<file path="src/rtl/phys_free_list.sv">
// Circular free list of physical register indices with speculative and retire read pointers.
// Optional same-cycle push-to-pop bypass when empty: define FREE_LIST_BYPASS_EN.
module phys_free_list #(
  parameter int DEPTH     = 32,
  parameter int PREG_W    = 6,
  parameter int ARCH_REGS = 32
) (
  input  logic                       clk,
  input  logic                       rst,
  input  logic                       alloc_req,
  output logic                       alloc_valid,
  output logic [PREG_W-1:0]          alloc_preg,
  input  logic                       free_en,
  input  logic [PREG_W-1:0]          free_preg,
  input  logic                       flush,
  output logic                       empty,
  output logic [$clog2(DEPTH):0]     count
);

  localparam int IDX_W = $clog2(DEPTH);
  localparam int PTR_W = IDX_W + 1;

  logic [PREG_W-1:0] mem_q [DEPTH];
  logic [PTR_W-1:0]  head_q, head_d;
  logic [PTR_W-1:0]  rhead_q, rhead_d;
  logic [PTR_W-1:0]  tail_q, tail_d;
  logic              bypass_hit;
  logic              pop;

  assign count = tail_q - head_q;
  assign empty = (count == '0);

`ifdef FREE_LIST_BYPASS_EN
  assign bypass_hit = empty && free_en && !flush;
`else
  assign bypass_hit = 1'b0;
`endif

  always_comb begin
    alloc_valid = !empty || bypass_hit;
    alloc_preg  = bypass_hit ? free_preg : mem_q[head_q[IDX_W-1:0]];
    pop         = alloc_req && alloc_valid && !flush;

    rhead_d = free_en ? rhead_q + PTR_W'(1) : rhead_q;
    tail_d  = free_en ? tail_q + PTR_W'(1) : tail_q;
    head_d  = head_q;
    // Flush rewinds to the retire pointer, including this cycle's commit.
    if (flush) begin
      head_d = rhead_d;
    end else if (pop) begin
      head_d = head_q + PTR_W'(1);
    end
  end

  always_ff @(posedge clk) begin
    if (rst) begin
      head_q  <= '0;
      rhead_q <= '0;
      tail_q  <= PTR_W'(DEPTH);
    end else begin
      head_q  <= head_d;
      rhead_q <= rhead_d;
      tail_q  <= tail_d;
    end
  end

  generate
    for (genvar gi = 0; gi < DEPTH; gi++) begin : g_entry
      always_ff @(posedge clk) begin
        if (rst) begin
          mem_q[gi] <= PREG_W'(ARCH_REGS + gi);
        end else if (free_en && (tail_q[IDX_W-1:0] == IDX_W'(gi))) begin
          mem_q[gi] <= free_preg;
        end
      end
    end
  endgenerate

  // Commits can never outnumber allocations, and x0 is never renamed.
  a_no_overflow : assert property (@(posedge clk) disable iff (rst)
    free_en |-> (count != PTR_W'(DEPTH)));
  a_no_x0_free : assert property (@(posedge clk) disable iff (rst)
    free_en |-> (free_preg != '0));

endmodule
</file>
<file path="config.mk">
export PLATFORM = sky130hd
export DESIGN_NAME = phys_free_list
export DESIGN_NICKNAME = d
export VERILOG_FILES = /design/src/rtl/phys_free_list.sv
export SDC_FILE = /design/constraint.sdc
export NUM_CORES = 1
export LEC_CHECK = 0
export ABC_AREA = 0
export CELL_PAD_IN_SITES_DETAIL_PLACEMENT = 1
export CELL_PAD_IN_SITES_GLOBAL_PLACEMENT = 2
export CORE_UTILIZATION = 34
export CTS_BUF_LIST = sky130_fd_sc_hd__clkbuf_4
export DETAILED_ROUTE_END_ITERATION = 7
export PLACE_DENSITY_LB_ADDON = 0.1
export SLEW_MARGIN = 40
export SYNTH_ARGS = -nofsm -noshare
export SYNTH_HDL_FRONTEND = slang
export SYNTH_SLANG_ARGS = --single-unit
</file>
<file path="constraint.sdc">
create_clock -name clk -period 3.42 [get_ports clk]
set_input_delay 0.684 -clock clk [delete_from_list [all_inputs] [get_ports clk]]
set_output_delay 0.684 -clock clk [all_outputs]
set_load 0.05 [all_outputs]
</file>
==> implementation parameters, run 1 <==
Parameter                              Value

Run status
  Result of the run    finished, violations left
  Failing checks    negative setup slack

Power and ir drop
  Worst IR drop on VDD    approximately 0.19 mV
  Power share of the combinational group    0.158
  Clock share of power    0.369
  Sw Ratio    0.275
  Reported net switching power    approximately 1700 µW
  Sequential cell fraction of total power    0.473
  Internal power    4520 µW
  PD cells    517 nW/µm²
  Leakage power total    0.00368 µW
  Overall power    6240 µW

Logic synthesis
  Area fraction in compound gates after synthesis    0.0450
  Post-synth EDFFs    between 150 and 200
  Post-synthesis instance area    10200 µm²
  Mean cell area of the mapped netlist    13.7 µm²
  Xor and xnor area share after synthesis    0.0120
  Sequential cell area fraction in the yosys report    0.612
  Number of warnings reported in the yosys synthesis log    0
  Proportion of synthesized flip-flops having asynchronous set or reset    0
  Library cells used by synthesis    48
  Dominant combinational cell family by area after synthesis    multiplexers
  Most used flip-flop cell after synthesis    edfxtp_1
  Fraction of the mapped netlist area in adder cells    0.0179
  Synthesized netlist net count    767
  Multiplexer area fraction after synthesis    0.143
  FF+latch count, synth    between 200 and 250
  Fraction of the mapped netlist area in simple logic gates    0.137
  Cells after synthesis    742

Placement
  Placed Cells incl. Taps    1119
  Detailed placer's ending HPWL    a little under 20000 µm
  # port buffers    24
  Worst slack after detailed placement    0.370 ns
  Placed cell areas    around 11000 µm²
  Routability-driven placement congestion ratio    roughly 0.77

Global routing
  GRT Overall Usage    0.199
  Remaining Overflow, GRT    0
  Antenna violations before repair    6
  Global-route wire length before repair    ~45000 µm
  Via count of the first global-routing pass    approximately 7200
  Maximum number of pins on one net before global-route repair    54

Drt
  Routed len/inst    23.6 µm
  Count of TritonRoute iterations in the first routing pass    7
  Via count    6624
  DRC errors left    0
  Count of nets left with antenna violations after detail routing    0
  Total wire length    29500 µm
  Average vias per placed instance    around 5.3
  Number of DRC violations after detailed-routing iteration 0    409

Critical path
  Worst-path maximum fanout    8
  Element type at the critical path start    flop
  Reg-to-reg critical path startpoint    tail_q[0]
  Crit Path Class    reg2out
  Worst Setup EP    alloc_preg[0]
  WP data required    roughly 2.7 ns
  Endpoint kind of the worst setup timing path    output port
  CP Cell Sequence    buf_12, buf_12, mux4_2, mux4_2, mux2_4, buf_6
  Number of cells on the worst reg-to-reg path    15
  Register-to-register path setup slack    0.18 ns
  Crit-path max cell delay    0.55 ns
  Arrival @ worst endpoint    about 2.9 ns
  Cell with the largest stage delay on the worst path    mux4_2

Min path
  Path class of the lowest-slack min-delay path    in2reg

Timing
  Worst clock skew    0.0439 ns
  Minimum setup slack in the final design    -0.169 ns
  Slew HR    0.466
  Setup TNS    -0.890 ns
  Fraction of the cycle the final worst path needs    1.05
  Number of hold violations in the final report    0
  Highest clock rate    279 MHz
  Least-Margin Pin Slew    0.800 ns
  Pins Over Slew Limit    0
  Finish-stage setup viols    8
  Minimum period implied by the final worst setup slack    3.59 ns
  Setup repair after global routing missed its margin    yes

Floorplan
  Die boundary width    175 µm
  Top-Level Pins    25
  Rows    62
  Initial standard-cell utilization of the core    0.350
  Die ar.    30600 µm²
  Die Y-Extent    roughly 180 µm
  Core Region    29100 µm²

Final layout
  Area added between synthesis and finish    18.5%
  Most used cells in the layout excluding fill and tap cells    edfxtp_1, clkbuf_4, nand2_1
  Finished Cell Area    between 10000 and 15000 µm²
  Commonest non-fill, non-tap cell in the layout    edfxtp_1
  Filler cells    just over 3000
  Layout cells sized above 1    0.308
  Number of nets in the final layout    between 800 and 900
  Number of standard cells in the layout, taps in and fillers out    between 1000 and 1500

Clock tree
  Max clock buf depth    3
  Number of buffers created by CTS    59
  TritonCTS clock tree    yes
  Clock tree sinks    215
  CTS Root Buffer Type    clkbuf_4
  Post-CTS clock slew at the launch and capture registers of the worst setup and hold paths    0.06 ns
  Number of hold buffers added after CTS    0
  Total number of H-tree levels    2
  Clock insertion delay at the later pin of the skew report    0.70 ns

Run
  Max-cap violations    0
[worst max-delay path, delay by kind of cell, from the launching register on]
kind | cells | cell delay [ns]
buffers and inverters | 3 | 0.44
multiplexers | 3 | 1.39
flip-flops | 1 | 0.38
[kinds of logic (layout without fill, tap and decap cells)]
kind of cell | after synthesis | count (layout)
simple gates | 288 | 288
xor+xnor | 14 | 14
mux | 70 | 70
other cells | 0 | 2
compound gates | 59 | 59
flops | 215 | 215
buf+inv | 82 | 204
fa+ha+maj | 14 | 14
[registers in the layout, indices dropped and copies added (netlist names), named ones only]
signal and count:
rhead_q 6, mem_q 192, head_q 6, tail_q 6
[through the flow]
step / utilization / hold WS [ns]
2_1_floorplan: - / 0.481
3_3_place_gp: 0.377 / 0.501
3_5_place_dp: 0.377 / 0.512
6_report: 0.415 / 0.532
5_1_grt: 0.415 / 0.513
4_1_cts: 0.412 / 0.487
[per-layer routing]
metal,track usage,wire [µm],up-vias,share of wire
li1,-,-,2995,-
met1,0.263,13100,3429,0.44
met2,0.325,14200,153,0.48
met3,0.0472,1570,47,0.053
met4,0.0576,622,0,0.021
met5,0,0,-,0
[power groups by stage]
stage / clock network, µW / registers [µW] / logic (µW)
finish: 2300 / 2950 / 986
floorplan: 0 / 2980 / 580
CTS: 2360 / 2950 / 966
global placement: 0 / 3020 / 846
global route: 2510 / 2950 / 1050
detailed placement: 0 / 3020 / 857
[Yosys cell counts (all sizes together), types with 6 or more instances]
cell	instances	share of area
a21o	10	0.0074
a21oi	6	0.0029
and3	14	0.0086
buf	9	0.0058
clkbuf	58	0.021
dfxtp	23	0.045
edfxtp	192	0.57
ha	13	0.016
inv	13	0.0048
mux2	7	0.0077
mux4	60	0.13
nand2	79	0.029
nand2b	11	0.0068
nand3	20	0.0098
nor2	53	0.020
nor3	56	0.028
o21a	6	0.0044
o21bai	22	0.016
or2	10	0.0061
or3	28	0.018
xnor2	6	0.0052
xor2	8	0.0069
[repair_timing]
action	in CTS	in global routing
gates cloned	1	0
buffers inserted	17	6
resized for setup	33	20
setup endpoints to repair	11	16
pin swaps	3	6
[worst min path at each step]
| stage | startpoint | end | slack [ns] | cells past startpoint |
|---|---|---|---|---|
| 2_1_floorplan | rhead_q[5] | rhead_q[5] | 0.48 | 2 |
| 3_5_place_dp | rhead_q[5] | rhead_q[5] | 0.51 | 2 |
| 5_1_grt | rst | tail_q[3] | 0.51 | 2 |
| 4_1_cts | rst | tail_q[3] | 0.49 | 2 |
| 6_report | rst | tail_q[3] | 0.53 | 2 |
| 3_3_place_gp | rhead_q[5] | rhead_q[5] | 0.50 | 2 |
[cell type report]
| class | instances | area, µm² | area share |
|---|---|---|---|
| clock inverter | 17 | 73.8 | 0.00612 |
| multi-input combinational | 445 | 3700 | 0.307 |
| sequential | 215 | 6250 | 0.518 |
| antenna | 2 | 5.00 | 0.000415 |
| tap | 384 | 480 | 0.0398 |
| clock buffer | 90 | 676 | 0.0560 |
| inverter | 15 | 62.6 | 0.00518 |
| timing repair buffer | 82 | 816 | 0.0676 |
Note: power is estimated with default switching activity, not from simulation.
==> run 2: changes to the inputs <==
RECOVER_POWER = 100   (was default)
==> implementation parameters, run 2 (synthesized netlist as in run 1, its figures left out) <==
Parameter                              Value

Global routing
  Remaining Overflow, GRT    0 (unchanged)
  GRT Overall Usage    0.199 (unchanged)
  Met2 Usage GRT    0.325 (unchanged)
  Fraction of met1 tracks used by global routing    0.263 (unchanged)
  Maximum number of pins on one net before global-route repair    54 (unchanged)
  Via count of the first global-routing pass    7237 (unchanged)
  Most used routing layer in global routing    met2
  Met3 usage    0.0472 (unchanged)
  Global-route wire length before repair    45100 µm (unchanged)
  Antenna violations before repair    6 (unchanged)

Timing
  Minimum setup slack in the final design    -0.175 ns (-0.00641 ns)
  Slew HR    -0.0340 (-0.500)
  Highest clock rate    278 MHz (-0.18%)
  Setup TNS    -0.982 ns (-0.0927 ns)
  Number of hold violations in the final report    0 (unchanged)
  Setup repair after global routing missed its margin    yes
  Minimum period implied by the final worst setup slack    3.60 ns (+0.00641 ns)
  Pins Over Slew Limit    35 (+35)
  Finish-stage setup viols    8 (unchanged)
  Hold WS    0.533 ns (+0.00111 ns)
  Worst clock skew    0.0422 ns (-0.00169 ns)
  Fraction of the cycle the final worst path needs    1.05 (+0.00187)
  Least-Margin Pin Slew    1.55 ns (+0.751 ns)

Placement
  Detailed placer's ending HPWL    19800 µm (unchanged)
  Placed cell areas    11000 µm² (unchanged)
  # port buffers    24 (unchanged)
  Routability-driven placement congestion ratio    0.770 (unchanged)
  Worst slack after detailed placement    0.370 ns (unchanged)

Run status
  Failing checks    max-capacitance violations, max-slew violations, negative setup slack
  Result of the run    finished, violations left

Critical path
  Reg-to-reg critical path startpoint    tail_q[1]
  WP data required    2.74 ns (about the same)
  Number of buffer and inverter stages on the critical path    3 (unchanged)
  CP top delay family    multiplexers
  Element type at the critical path start    flop
  CP Cell Sequence    buf_12, buf_12, mux4_2, mux4_2, mux2_4, buf_6
  Worst-path maximum fanout    8 (unchanged)
  Arrival @ worst endpoint    2.91 ns (about the same)
  Crit-path max cell delay    0.55 ns (about the same)
  Cell with the largest stage delay on the worst path    mux4_2
  Number of cells on the worst reg-to-reg path    14 (-1)
  Crit Path Class    reg2out
  Register-to-register path setup slack    0.10 ns (-0.08 ns)
  Endpoint kind of the worst setup timing path    output port

Final layout
  Sequential cell area    6240 µm² (-0.12%)
  Largest register by flop count    mem_q
  Commonest non-fill, non-tap cell in the layout    edfxtp_1
  Filler cells    3055 (+0.53%)
  Most used cells in the layout excluding fill and tap cells    edfxtp_1, clkbuf_4, nand2_1
  Multi-input combinational cell area    3690 µm² (-0.30%)
  Number of nets in the final layout    843 (unchanged)
  Finished Cell Area    12000 µm² (-0.73%)
  Area added between synthesis and finish    17.7%
  Layout cells sized above 1    0.284 (-0.0243)
  Largest register FFs    192 (unchanged)

Clock tree
  Number of buffers created by CTS    59 (unchanged)
  Post-CTS clock slew at the launch and capture registers of the worst setup and hold paths    0.06 ns (about the same)
  Max clock buf depth    3 (unchanged)
  Total number of H-tree levels    2 (unchanged)
  Clock insertion delay at the later pin of the skew report    0.70 ns (about the same)
  TritonCTS clock tree    yes
  CTS Root Buffer Type    clkbuf_4
  Clock tree sinks    215 (unchanged)

Min path
  Number of cells traversed by the worst hold path    2 (unchanged)
  Hold worst-path end    rhead_q[5]
  Path class of the lowest-slack min-delay path    reg2reg
  Worst hold start    rhead_q[5]

Drt
  Count of nets left with antenna violations after detail routing    0 (unchanged)
  DRC errors left    0 (unchanged)
  Number of DRC violations after detailed-routing iteration 0    442 (+8.1%)
  Total wire length    29500 µm (about the same)
  Routed len/inst    23.6 µm (about the same)
  Count of TritonRoute iterations in the first routing pass    5 (-2)
  Average vias per placed instance    5.28 (-0.36%)
  Via count    6600 (-0.36%)

Floorplan
  Die Y-Extent    175 µm (unchanged)
  Initial standard-cell utilization of the core    0.350 (unchanged)
  Top-Level Pins    25 (unchanged)
  Die ar.    30600 µm² (unchanged)
  Die boundary width    175 µm (unchanged)
  Core Region    29100 µm² (unchanged)
  Rows    62 (unchanged)

Power and ir drop
  Overall power    6220 µW (-0.34%)
  Internal power    4510 µW (-0.34%)
  Power share of the combinational group    0.156 (-0.002)
  Clock share of power    0.370 (about the same)
  Sw Ratio    0.275 (about the same)
  Leakage power total    0.00362 µW (-1.6%)
  Sequential cell fraction of total power    0.474 (about the same)
  Reported net switching power    1710 µW (-0.32%)
  PD cells    519 nW/µm² (+0.39%)
  Worst IR drop on VDD    0.192 mV (+1.3%)

Run
  Max-cap violations    1 (+1)
-- run 2: what timing repair did --
| item | in CTS | in global routing |
|---|---|---|
| hold buffers | 0 | 0 |
| resized for setup | 33 | 20 |
| pin swaps | 3 | 6 |
| setup buffers | 17 | 6 |
| hold endpoints to repair | 0 | 0 |
| endpoints found under the setup margin | 11 | 16 |
| gates cloned | 1 | 0 |
-- run 2: cell type report --
type	count	share of cell area
antenna	2	0.000418
clock buffer	90	0.0564
clock inverter	17	0.00616
inverter	15	0.00522
multi-input combinational	445	0.308
sequential	215	0.521
tap	384	0.0401
timing repair buffer	82	0.0624
-- run 2: layer usage --
layer | vias up | routed length [µm]
met3 | 46 | 1530
met1 | 3416 | 13100
met2 | 150 | 14200
met4 | 0 | 625
li1 | 2988 | -
met5 | - | 0
-- run 2: how the worst max path moves through the flow --
stage | cells past startpoint | slack, ns | end
after floorplan | 8 | 0.19 | empty
after global routing | 6 | -0.26 | alloc_preg[0]
after global placement | 7 | 0.37 | count[5]
after detailed placement | 5 | 0.37 | alloc_preg[2]
final | 6 | -0.18 | alloc_preg[0]
after CTS | 6 | -0.21 | alloc_preg[4]
-- run 2: power by group through the flow --
stage          Clock, µW  Combinational, µW  Sequential, µW
4_1_cts             2360                966            2950
2_1_floorplan          0                580            2980
6_report            2300                967            2950
5_1_grt             2510               1030            2950
3_3_place_gp           0                846            3020
3_5_place_dp           0                857            3020
-- run 2: metrics by stage --
| stage | utilization | instances |
|---|---|---|
| after floorplan | - | 742 |
| after global routing | 0.412 | 1249 |
| after global placement | 0.377 | 1119 |
| after CTS | 0.412 | 1244 |
| final | 0.412 | 1250 |
| after detailed placement | 0.377 | 1119 |
-- run 2: worst register-to-register path, delay by kind of cell (launching register included) --
kind | cells | cell delay [ns]
buffers and inverters | 7 | 0.95
and+or+nand+nor | 1 | 0.17
DFF | 1 | 0.45
muxes | 2 | 0.46
AOI/OAI and AO/OA | 3 | 0.70
adders and majority gates | 1 | 0.47
